**src/rtl/bdpsk_pkg.sv**
```systemverilog
// Shared types and constants for the DBPSK transmit frame sequencer.
// Holds the frame state enum and the 7-bit PN polynomial definition.
package bdpsk_pkg;

  typedef enum logic [2:0] {
    IDLE,
    PREAMBLE,
    SYNC,
    PAYLOAD,
    DONE
  } state_t;

  localparam int PN_W = 7;

  // Feedback taps c7, c4, c3, c2 as a mask over {c7..c1}
  localparam logic [PN_W:1] PN_TAP_MASK     = 7'b1001110;
  localparam logic [PN_W:1] DEFAULT_PN_SEED = 7'b1001001;

  function automatic logic [PN_W:1] pn_next(input logic [PN_W:1] c);
    return {c[PN_W-1:1], ^(c & PN_TAP_MASK)};
  endfunction

endpackage

```
**src/rtl/pn7_lfsr.sv**
```systemverilog
// 7-bit Fibonacci PN generator; output is c7, load overrides advance.
module pn7_lfsr
  import bdpsk_pkg::*;
(
  input  logic          clk,
  input  logic          reset_n,
  input  logic          load,
  input  logic          adv,
  input  logic [PN_W:1] seed,
  output logic          pn_bit
);

  logic [PN_W:1] c;

  // NOTE: sequential state uses non-blocking assignments so every register
  // samples pre-edge values, independent of statement order.
  always_ff @(posedge clk) begin
    if (!reset_n) begin
      c <= seed;
    end else if (load) begin
      c <= seed;
    end else if (adv) begin
      c <= pn_next(c);
    end
  end

  assign pn_bit = c[PN_W];

endmodule

```
**src/rtl/bdpsk_frame_sequencer.sv**
```systemverilog
// Frame sequencer for the DBPSK transmit path: PN preamble, sync word, then
// handshaked payload with PN fill, paced by an internal symbol-rate tick.
module bdpsk_frame_sequencer
  import bdpsk_pkg::*;
#(
  parameter int            SYM_DIV      = 8,
  parameter int            PREAMBLE_LEN = 63,
  parameter int            SYNC_LEN     = 16,
  parameter logic [31:0]   SYNC_WORD    = 32'h0000_F0A5,
  parameter int            PAYLOAD_LEN  = 64,
  parameter logic [PN_W:1] PN_SEED      = DEFAULT_PN_SEED
) (
  input  logic clk,
  input  logic reset_n,
  input  logic start,
  input  logic in_data,
  input  logic in_valid,
  output logic in_ready,
  output logic bit_out,
  output logic bit_valid,
  output logic busy,
  output logic frame_done,
  output logic underrun
);

  localparam int SYM_W   = (SYM_DIV > 1) ? $clog2(SYM_DIV) : 1;
  localparam int MAX_PS  = (PREAMBLE_LEN > SYNC_LEN) ? PREAMBLE_LEN : SYNC_LEN;
  localparam int MAX_LEN = (MAX_PS > PAYLOAD_LEN) ? MAX_PS : PAYLOAD_LEN;
  localparam int BIT_W   = $clog2(MAX_LEN + 1);

  state_t             state, state_nxt;
  logic [SYM_W-1:0]   sym_cnt;
  logic [BIT_W-1:0]   bit_cnt;
  logic               active, tick, start_acc, last_bit, bit_nxt, pn_bit;
  logic [4:0]         sync_idx;

  assign active    = (state == PREAMBLE) || (state == SYNC) || (state == PAYLOAD);
  assign tick      = active && (sym_cnt == SYM_W'(SYM_DIV - 1));
  assign start_acc = (state == IDLE) && start;
  assign sync_idx  = 5'(SYNC_LEN - 1) - 5'(bit_cnt);

  assign busy       = (state != IDLE);
  assign frame_done = (state == DONE);
  assign in_ready   = (state == PAYLOAD) && tick;

  pn7_lfsr u_pn (
    .clk    (clk),
    .reset_n(reset_n),
    .load   (start_acc),
    .adv    (tick),
    .seed   (PN_SEED),
    .pn_bit (pn_bit)
  );

  // NOTE: every variable driven here gets a default first; a path that
  // leaves one unassigned would infer a latch.
  always_comb begin
    last_bit  = 1'b0;
    bit_nxt   = pn_bit;
    state_nxt = state;
    unique case (state)
      IDLE:     if (start) state_nxt = PREAMBLE;
      PREAMBLE: begin
        last_bit = (bit_cnt == BIT_W'(PREAMBLE_LEN - 1));
        if (tick && last_bit) state_nxt = SYNC;
      end
      SYNC: begin
        last_bit = (bit_cnt == BIT_W'(SYNC_LEN - 1));
        bit_nxt  = SYNC_WORD[sync_idx];
        if (tick && last_bit) state_nxt = PAYLOAD;
      end
      PAYLOAD: begin
        last_bit = (bit_cnt == BIT_W'(PAYLOAD_LEN - 1));
        if (in_valid) bit_nxt = in_data;
        if (tick && last_bit) state_nxt = DONE;
      end
      DONE:     state_nxt = IDLE;
      default:  state_nxt = IDLE;
    endcase
  end

  always_ff @(posedge clk) begin
    if (!reset_n) begin
      state   <= IDLE;
      sym_cnt <= '0;
      bit_cnt <= '0;
    end else begin
      state <= state_nxt;
      if (start_acc || !active || tick) sym_cnt <= '0;
      else                              sym_cnt <= sym_cnt + 1'b1;
      // Bit counter restarts at each state boundary so it indexes within the state
      if (start_acc)     bit_cnt <= '0;
      else if (tick)     bit_cnt <= last_bit ? '0 : bit_cnt + 1'b1;
    end
  end

  always_ff @(posedge clk) begin
    if (!reset_n) begin
      bit_out   <= 1'b0;
      bit_valid <= 1'b0;
      underrun  <= 1'b0;
    end else begin
      bit_valid <= tick;
      if (tick) bit_out <= bit_nxt;
      if (start_acc)                                    underrun <= 1'b0;
      else if (tick && (state == PAYLOAD) && !in_valid) underrun <= 1'b1;
    end
  end

endmodule

```
**config.mk**
```make
export PLATFORM = sky130hd
export DESIGN_NAME = bdpsk_frame_sequencer
export DESIGN_NICKNAME = d
export VERILOG_FILES = /design/src/rtl/bdpsk_pkg.sv /design/src/rtl/pn7_lfsr.sv /design/src/rtl/bdpsk_frame_sequencer.sv
export SDC_FILE = /design/constraint.sdc
export NUM_CORES = 1
export LEC_CHECK = 0
export ABC_AREA = 0
export BUFFER_PORTS_ARGS = -buffer_cell sky130_fd_sc_hd__buf_4
export CAP_MARGIN = 20
export CELL_PAD_IN_SITES_DETAIL_PLACEMENT = 1
export CELL_PAD_IN_SITES_GLOBAL_PLACEMENT = 2
export CORE_AREA = 2 2 60 62
export CTS_BUF_LIST = sky130_fd_sc_hd__clkbuf_8
export DETAILED_ROUTE_END_ITERATION = 10
export DIE_AREA = 0 0 62 64
export GPL_ROUTABILITY_DRIVEN = 1
export PLACE_DENSITY_LB_ADDON = 0.1
export SYNTH_ARGS = -nofsm -noshare
export SYNTH_HDL_FRONTEND = slang
export SYNTH_SLANG_ARGS = --single-unit
export TNS_END_PERCENT = 100
```
**constraint.sdc**
```tcl
create_clock -name clk -period 2 [get_ports clk]
set_input_delay 0.4 -clock clk [delete_from_list [all_inputs] [get_ports clk]]
set_output_delay 0.4 -clock clk [all_outputs]
set_load 0.01 [all_outputs]
```
# After elaboration in Yosys (flattened, before gate mapping)
# Memories as Yosys holds them, arrays and structs flattened.
# Index checks and enable logic that the tools add are counted.
# word_totals
register_bits	23
mem_bits_ro	32
in_bits	5
out_inout_bits	6
elab_cells	54
memories	1
# classes
addsub	3
n_lt_le_gt_ge	1
eq_ne	12
mux	10
bitwise_logic	1
reduce_logical	19
# memory_table
memory	words	width	rd	rd_clocked_by_memory_dff	write_ports	line	rtl
(name not given)	32	1	1	0	0	bdpsk_frame_sequencer.sv:69	bit_nxt = SYNC_WORD[sync_idx];
# op_table
operator	n
$eq A7 B6 Y1 const B	2
$mux W3	4
$pmux W3 S4	1
$add A7 B1 Y7 const B	1
$eq A7 B4 Y1 const B	1
$logic_and A1 B1 Y1	7
$mux W7	1
$reduce_xor A7 Y1	1
$eq A3 B2 Y1 const B	2
$eq A3 B3 Y1 const B	2
$lt A5 B6 Y1 const B	1
$ne A2 B1 Y1 const B	3
$sub A4 B5 Y5 const A	1
$logic_or A1 B1 Y1	4
$reduce_and A4 Y1	1
$reduce_or A2 Y1	2
$add A3 B1 Y3 const B	1
$eq A3 B1 Y1 const B	1
$logic_not A3 Y1	1
$pmux W1 S3	1
$reduce_bool A3 Y1	1
$logic_not A1 Y1	2
$mux W1	2
$ne A2 B2 Y1 const B	1
2 further kinds	2

# Depth between registers and ports, before layout
# Gate-level depths: netlist of run 1.
# depth
depth_word	7
mapped_depth	7
depth_no_buf	6

# Hierarchy
# Synthesis of run 1 repeated with hierarchy kept, for this count alone.
# unflattened
cells_unflattened	139
area_unflattened_um2	1333.8
# by_module_without_submodules
mod	n_inst	cells_per_inst	area_per_inst_um2
bdpsk_frame_sequencer	1	118	967.2
pn7_lfsr	1	21	366.6

# Worst setup path after synthesis of run 1
# OpenSTA, ideal clock, no wires.
# synth_timing
path_kind	register to register
startpoint	reg sym_cnt[0]
endpoint	reg state[0]
t_arrival_ns	1.537
required_time_ns	1.862
path_slack_ns	0.326
stages_incl_launch_ff	7
period_less_slack_ns	1.674
path_cell_list	dfxtp_1 ha_1 ha_1 nand2b_1 or4_1 a21bo_2 a21oi_1
# synth_via
elab_chain_len	5
word_cells_on_any_way	9
classes_between	eq/ne (4); reduce/logical (5)
# synth_lines
item	line	rtl
from (decl)	bdpsk_frame_sequencer.sv:32	logic [SYM_W-1:0] sym_cnt;
from (signal assigned)	bdpsk_frame_sequencer.sv:90	else sym_cnt <= sym_cnt + 1'b1;
$eq A3 B3 Y1 *	bdpsk_frame_sequencer.sv:38	assign tick = active && (sym_cnt == SYM_W'(SYM_DIV - 1));
$logic_and A1 B1 Y1 *	bdpsk_frame_sequencer.sv:38	
$logic_and A1 B1 Y1, on equally long branches	bdpsk_frame_sequencer.sv:75, bdpsk_frame_sequencer.sv:65, bdpsk_frame_sequencer.sv:70	
$ne A2 B1 Y1 (no source line)	n/a	
$reduce_and A4 Y1 (no source line) *	n/a	
to (signal assigned)	bdpsk_frame_sequencer.sv:88	state <= state_nxt;
to (decl)	bdpsk_frame_sequencer.sv:31	state_t state, state_nxt;
# Every way passes the cells marked *; elsewhere a longest branch is shown, timed or not.
# A chain may end at the register's enable or synchronous reset.

# Worst setup path in the final report of run 1
# layout_timing
startpoint	reg sym_cnt[0]
endpoint	out in_ready
# layout_via
elab_chain_len	3
# layout_lines
item	line	rtl
$eq A3 B3 Y1	bdpsk_frame_sequencer.sv:38	
$logic_and A1 B1 Y1	bdpsk_frame_sequencer.sv:38	
$logic_and A1 B1 Y1	bdpsk_frame_sequencer.sv:44	assign in_ready = (state == PAYLOAD) && tick;
to (decl)	bdpsk_frame_sequencer.sv:18	output logic in_ready,
# No other way between the ends.

==> results by group, run 1 <==
Status
  – Status: completed

Setup path
  – Worst Setup Start Kind: flop
  – Worst-path cell chain: ha_1 -> ha_2 -> and2b_2 -> and3_4 -> buf_4
  – Slowest CP cell: dfxtp_1
  – CP Class: flop to output port
  – RR Endpoint: bit_cnt[6]
  – Reg-to-reg slack, setup: 0.18 ns
  – Max stage delay on crit path: 0.32 ns
  – Data arrival time of the worst path: 1.51 ns
  – Required time worst endpoint: 1.60 ns
  – Reg2Reg Depth: 6
  – CP max FO: 4
  – CP endpoint kind: output port
  – Critical R2R Launch: bit_cnt[0]

Synthesis
  – Top_reg_cell synth: dfxtp_1
  – EDFF count, synth: 0
  – Yosys warning count: 0
  – Sequential-to-total area share from yosys stat: 0.384
  – Count of different cell masters after synthesis: 40
  – Net count after synthesis: 146
  – Yosys reg bits: 23
  – Count leader, synth: dfxtp_1
  – Yosys top cell area share: 0.384
  – Post-synth top cells: dfxtp_1, nand2_1, a21oi_1, nand3_1
  – Asr flop ratio synth: 0
  – Syn avg cell area: 8.76 um2
  – Area contributors post-synth: dfxtp_1, nand2_1, ha_1, a21oi_1, nand3_1
  – Synthesized instance count: 137
  – Synthesized area: 1200 um2
  – Leading area contributor after synthesis: dfxtp_1

Drt
  – Drt initial violations: 32
  – Routed wire per std cell: 15.0 um
  – Via-per-instance ratio: 5.27
  – Final WL: 2920 um
  – Drt first pass iters: 4
  – Via count: 1028
  – Routed Antenna Nets: 0
  – DRC Markers: 0

Cells and area
  – Nets@finish: 159
  – Ratio of cells with drive above 1 in the final layout: 0.201
  – Post-route insts no fill: 195
  – Number of inserted diodes: 0
  – Layout area overhead: 15.2%

Clock tree
  – Resize count post-CTS: 0
  – Worst-Skew Late Latency: 0.27 ns
  – CTS max path bufs: 2
  – Reg clk slew, reported paths: 0.09 ns
  – TritonCTS Buffers: 3
  – Root Driver: clkbuf_8
  – TritonCTS Sinks: 23
  – CTS tree: yes
  – Post-CTS Repair Setup Buffers: 0
  – CTS HTree Levels: 1
  – CTS Hold Bufs: 0

Timing
  – RSZ-0062 raised after global routing: false
  – Actual slew at the worst max-slew pin: 0.476 ns
  – Total negative slack: 0 ns
  – Slew Limit Fails: 0
  – Shortest period the worst path allows: 1.91 ns
  – Final hold violation count: 0
  – FMAX: 0.524 GHz
  – Final worst-path cycle share: 0.955
  – Clk_skew: 0.00711 ns
  – Hold_ws: 0.424 ns
  – Relative slew margins: 0.679
  – Final setup fails: 0

Flow run
  – Maxcap violations: 0

Floorplan
  – Initial Util: 0.365
  – Die height: 64 um
  – Die ar.: 3970 um2
  – Die Wd: 62 um
  – CORE AREA: 3280 um2
  – # IOs: 11
  – Num rows: 21

Global routing
  – Global-route wire length before repair: 5030 um
  – Initial antenna violation count: 0
  – Vias in the first global route: 1043
  – Total grt overflow: 0
  – Total track usage: 0.170
  – Largest net degree at the start of global routing: 14

Worst hold path
  – Worst Hold End: bit_out
  – Hold path start: reset_n
  – Hold WC Path Type: input pin to flop
  – Hold Path Depth: 3

Placement
  – Port-buffer cells: 10
  – Routability cong.: 0.781
  – Dpl cells: 191
  – HPWL Detailed: 2190 um

Pwr
  – Leak pwr: 0.548 nW
  – VDD IR max: 303 uV
  – Pwr Density: 587 nW/um2
report_power, final:
part / leakage (nW) / total [mW] / switching (mW) / internal (mW)
clock: 0.0255 / 0.295 / 0.156 / 0.139
sequential: 0.186 / 0.466 / 0.00547 / 0.460
combinational: 0.336 / 0.0502 / 0.0290 / 0.0213
total: 0.548 / 0.811 / 0.190 / 0.621
layer usage:
layer,track usage,wire length (um),up-vias
met3,0.0304,57,4
li1,-,-,516
met5,0,0,-
met4,0.0479,34,0
met1,0.234,1380,501
met2,0.266,1450,7
per-stage QoR:
| stage | total power [mW] | util | area (um2) | setup slack, ns |
|---|---|---|---|---|
| after global routing | 0.857 | 0.421 | 1380 | 0.0217 |
| final | 0.811 | 0.421 | 1380 | 0.0905 |
| after CTS | 0.830 | 0.418 | 1370 | 0.0279 |
| after global placement | 0.527 | 0.404 | 1330 | 0.228 |
| after floorplan | 0.510 | - | 1200 | 0.326 |
| after detailed placement | 0.528 | 0.404 | 1330 | 0.189 |
logic make-up after synthesis:
kind of cell	count (synthesis)	share of synthesized area
fa+ha+maj	4	0.0417
buf+inv	13	0.0573
compound gates	27	0.189
simple gates	66	0.299
xor+xnor	4	0.0292
flops	23	0.384
critical path: cells and delay by family, from the launching register on:
| family | cells | cell delay (ns) |
|---|---|---|
| buffers and inverters | 1 | 0.14 |
| flip-flops | 1 | 0.32 |
| adder cells (fa/ha/maj) | 2 | 0.39 |
| AND/OR/NAND/NOR | 2 | 0.40 |
sequential cells by signal (all words and copies together) (netlist names):
register and count:
bit_cnt 7, u_pn.c 7, state 3, sym_cnt 3, bit_out 1, bit_valid 1, underrun 1
final cells by class:
| cell class | instances | area (um2) |
|---|---|---|
| fillers | 407 | 1900 |
| multi-input cells | 101 | 679 |
| flip-flops and latches | 23 | 460 |
| repair buffers | 16 | 120 |
| well taps | 46 | 57.6 |
| clock buffers | 3 | 41.3 |
| inverters | 5 | 18.8 |
| clock inverters | 1 | 5.00 |
how the worst max path moves through the flow:
stage / startpoint / end / cells after the start
after global routing: state[0] / bit_cnt[2] / 4
after detailed placement: bit_cnt[0] / bit_cnt[6] / 6
after floorplan: sym_cnt[0] / state[0] / 6
after global placement: bit_cnt[0] / bit_cnt[6] / 6
after CTS: sym_cnt[0] / in_ready / 5
final: sym_cnt[0] / in_ready / 5
cells in the final DEF, fill, tap and decap left out, types with 2 or more instances in the layout:
master and n:
a21oi_1 9, and2_1 2, and3_1 2, buf_4 16, clkbuf_8 3, dfxtp_1 23, ha_1 3, inv_1 5
nand2_1 21, nand2b_1 3, nand3_1 7, nand4_1 2, nand4b_1 3, nor2_1 5, nor2b_1 3, nor3_1 3
nor4_1 4, o211ai_1 3, o21ai_0 2, o221ai_1 2, o22ai_1 2, or3_1 3, or4_1 2, xnor2_1 4
No activity file was read; power rests on OpenSTA's default activity.
==> run 2: changes to the inputs <==
CORE_AREA = 2 2 62 64   (was 2 2 60 62)
CTS_BUF_LIST = default   (was sky130_fd_sc_hd__clkbuf_8)
DIE_AREA = 0 0 64 66   (was 0 0 62 64)
GPL_ROUTABILITY_DRIVEN = 0   (was 1)
==> results by group, run 2 (same netlist as run 1, synthesis figures left out) <==
Status
  – Status: completed (unchanged)

Setup path
  – CP Class: flop to output port (unchanged)
  – Required time worst endpoint: 1.60 ns (about the same)
  – Worst setup startpoint: sym_cnt[0] (unchanged)
  – Data arrival time of the worst path: 1.51 ns (about the same)
  – CP endpoint kind: output port (unchanged)
  – Critical R2R Launch: sym_cnt[0] (was bit_cnt[0])
  – CP max FO: 4 (unchanged)
  – Worst Setup Start Kind: flop (unchanged)

Cells and area
  – Nets@finish: 161 (was 159)
  – Ratio of cells with drive above 1 in the final layout: 0.219 (was 0.201)
  – Design area: 1390 um2 (was 1380 um2)
  – Regs by FF count: bit_cnt x7, u_pn.c x7 (unchanged)
  – Layout fillers: 424 (was 407)
  – Commonest non-fill, non-tap cells in the layout: nand2_1, dfxtp_1, buf_4, a21oi_1, nand3_1 (was dfxtp_1, nand2_1, buf_4, a21oi_1, nand3_1)
  – Layout area overhead: 16.2% (was 15.2%)
  – Number of inserted diodes: 0 (unchanged)

Drt
  – DRC Markers: 0 (unchanged)
  – Drt first pass iters: 4 (unchanged)
  – Drt initial violations: 70 (was 32)
  – Via count: 1047 (was 1028)
  – Routed Antenna Nets: 0 (unchanged)
  – Via-per-instance ratio: 5.26 (was 5.27)
  – Final WL: 2940 um (was 2920 um)
  – Routed wire per std cell: 14.8 um (was 15.0 um)

Clock tree
  – CTS Hold Bufs: 0 (unchanged)
  – CTS max path bufs: 2 (unchanged)
  – TritonCTS Sinks: 23 (unchanged)
  – Root Driver: clkbuf_4 (was clkbuf_8)
  – Worst-Skew Late Latency: 0.31 ns (was 0.27 ns)
  – TritonCTS Buffers: 3 (unchanged)
  – CTS tree: yes (unchanged)
  – Reg clk slew, reported paths: 0.13 ns (was 0.09 ns)
  – CTS HTree Levels: 1 (unchanged)

Timing
  – Shortest period the worst path allows: 1.91 ns (about the same)
  – RSZ-0062 raised after global routing: false (unchanged)
  – Relative slew margins: 0.550 (was 0.679)
  – FMAX: 0.524 GHz (about the same)
  – Actual slew at the worst max-slew pin: 0.673 ns (was 0.476 ns)
  – Clk_skew: 0.00344 ns (was 0.00711 ns)
  – Final setup fails: 0 (unchanged)
  – Final worst-path cycle share: 0.954 (was 0.955)
  – Slew Limit Fails: 0 (unchanged)
  – Final hold violation count: 0 (unchanged)
  – Total negative slack: 0 ns (unchanged)

Global routing
  – Vias in the first global route: 982 (was 1043)
  – Initial antenna violation count: 0 (unchanged)
  – Largest net degree at the start of global routing: 13 (was 14)
  – Total grt overflow: 0 (unchanged)
  – Global-route wire length before repair: 4910 um (was 5030 um)
  – Total track usage: 0.153 (was 0.170)

Pwr
  – Leak pwr: 0.545 nW (was 0.548 nW)
  – VDD IR max: 216 uV (was 303 uV)
  – Pwr Density: 530 nW/um2 (was 587 nW/um2)

Floorplan
  – Initial Util: 0.338 (was 0.365)
  – CORE AREA: 3550 um2 (was 3280 um2)
  – Die Wd: 64 um (was 62 um)
  – Num rows: 22 (was 21)
  – # IOs: 11 (unchanged)
  – Die height: 66 um (was 64 um)
  – Die ar.: 4220 um2 (was 3970 um2)

Placement
  – Area after DPL: 1340 um2 (was 1330 um2)
  – HPWL Detailed: 2170 um (was 2190 um)
  – Port-buffer cells: 10 (unchanged)

Flow run
  – Maxcap violations: 0 (unchanged)

Worst hold path
  – Hold WC Path Type: input pin to flop (unchanged)
  – Hold path start: reset_n (unchanged)
## run 2: cell count changes in the layout (fill, tap and decap cells not counted)
cell	before	now
clkbuf_4	0	3
clkbuf_8	3	0
buf_4	16	18
dfxtp_1	23	21
dfxtp_2	0	2
and2b_1	0	1
and2b_2	1	0
clkbuf_1	0	1
clkinv_2	1	0
ha_1	3	2
ha_4	0	1
## run 2: layout make-up
class | count | area, um2 | share of cell area
Tap cell | 48 | 60.1 | 0.0431
Inverter | 5 | 18.8 | 0.0135
Sequential cell | 23 | 463 | 0.332
Timing Repair Buffer | 18 | 135 | 0.0969
Multi-Input combinational cell | 101 | 691 | 0.496
Clock buffer | 4 | 26.3 | 0.0189
## run 2: timing repair
item,CTS,global route
setup buffers,1,0
endpoints found under the setup margin,1,2
resized for setup,2,4
## run 2: path summary, 6_finish.rpt
kind / cells after the start / slack [ns] / to
setup reg to reg: 6 / 0.17 / state[0]
hold / removal: 3 / 0.37 / bit_out
setup / recovery: 5 / 0.09 / in_ready
hold reg to reg: 1 / 0.42 / sym_cnt[0]
## run 2: worst max-delay path, stage by stage (launching register included)
cell and delay [ns]:
dfxtp_2 0.34, ha_2 0.19, ha_4 0.17, and2b_1 0.17, and3_4 0.19, buf_4 0.14
## run 2: metrics by stage
step,power [mW],cells,hold slack [ns],utilization,setup WS (ns)
global placement,0.527,194,0.418,0.377,0.112
finish,0.738,199,0.374,0.393,0.0930
floorplan,0.510,137,0.406,-,0.326
global route,0.782,199,0.362,0.393,0.0231
detailed placement,0.528,194,0.430,0.377,0.0835
CTS,0.757,199,0.365,0.387,0.00892
## run 2: power breakdown
group	leakage, nW	internal (mW)	switching [mW]	total [mW]
clock network	0.0150	0.0780	0.142	0.220
logic	0.344	0.0214	0.0303	0.0517
registers	0.187	0.461	0.00495	0.466
total	0.545	0.561	0.177	0.738
## run 2: routing by layer
layer / vias to the layer above / wire [um] / track usage
met5: - / 0 / 0
met4: 0 / 38 / 0.0571
met3: 5 / 48 / 0.0256
met2: 8 / 1430 / 0.247
met1: 513 / 1420 / 0.204
li1: 521 / - / -
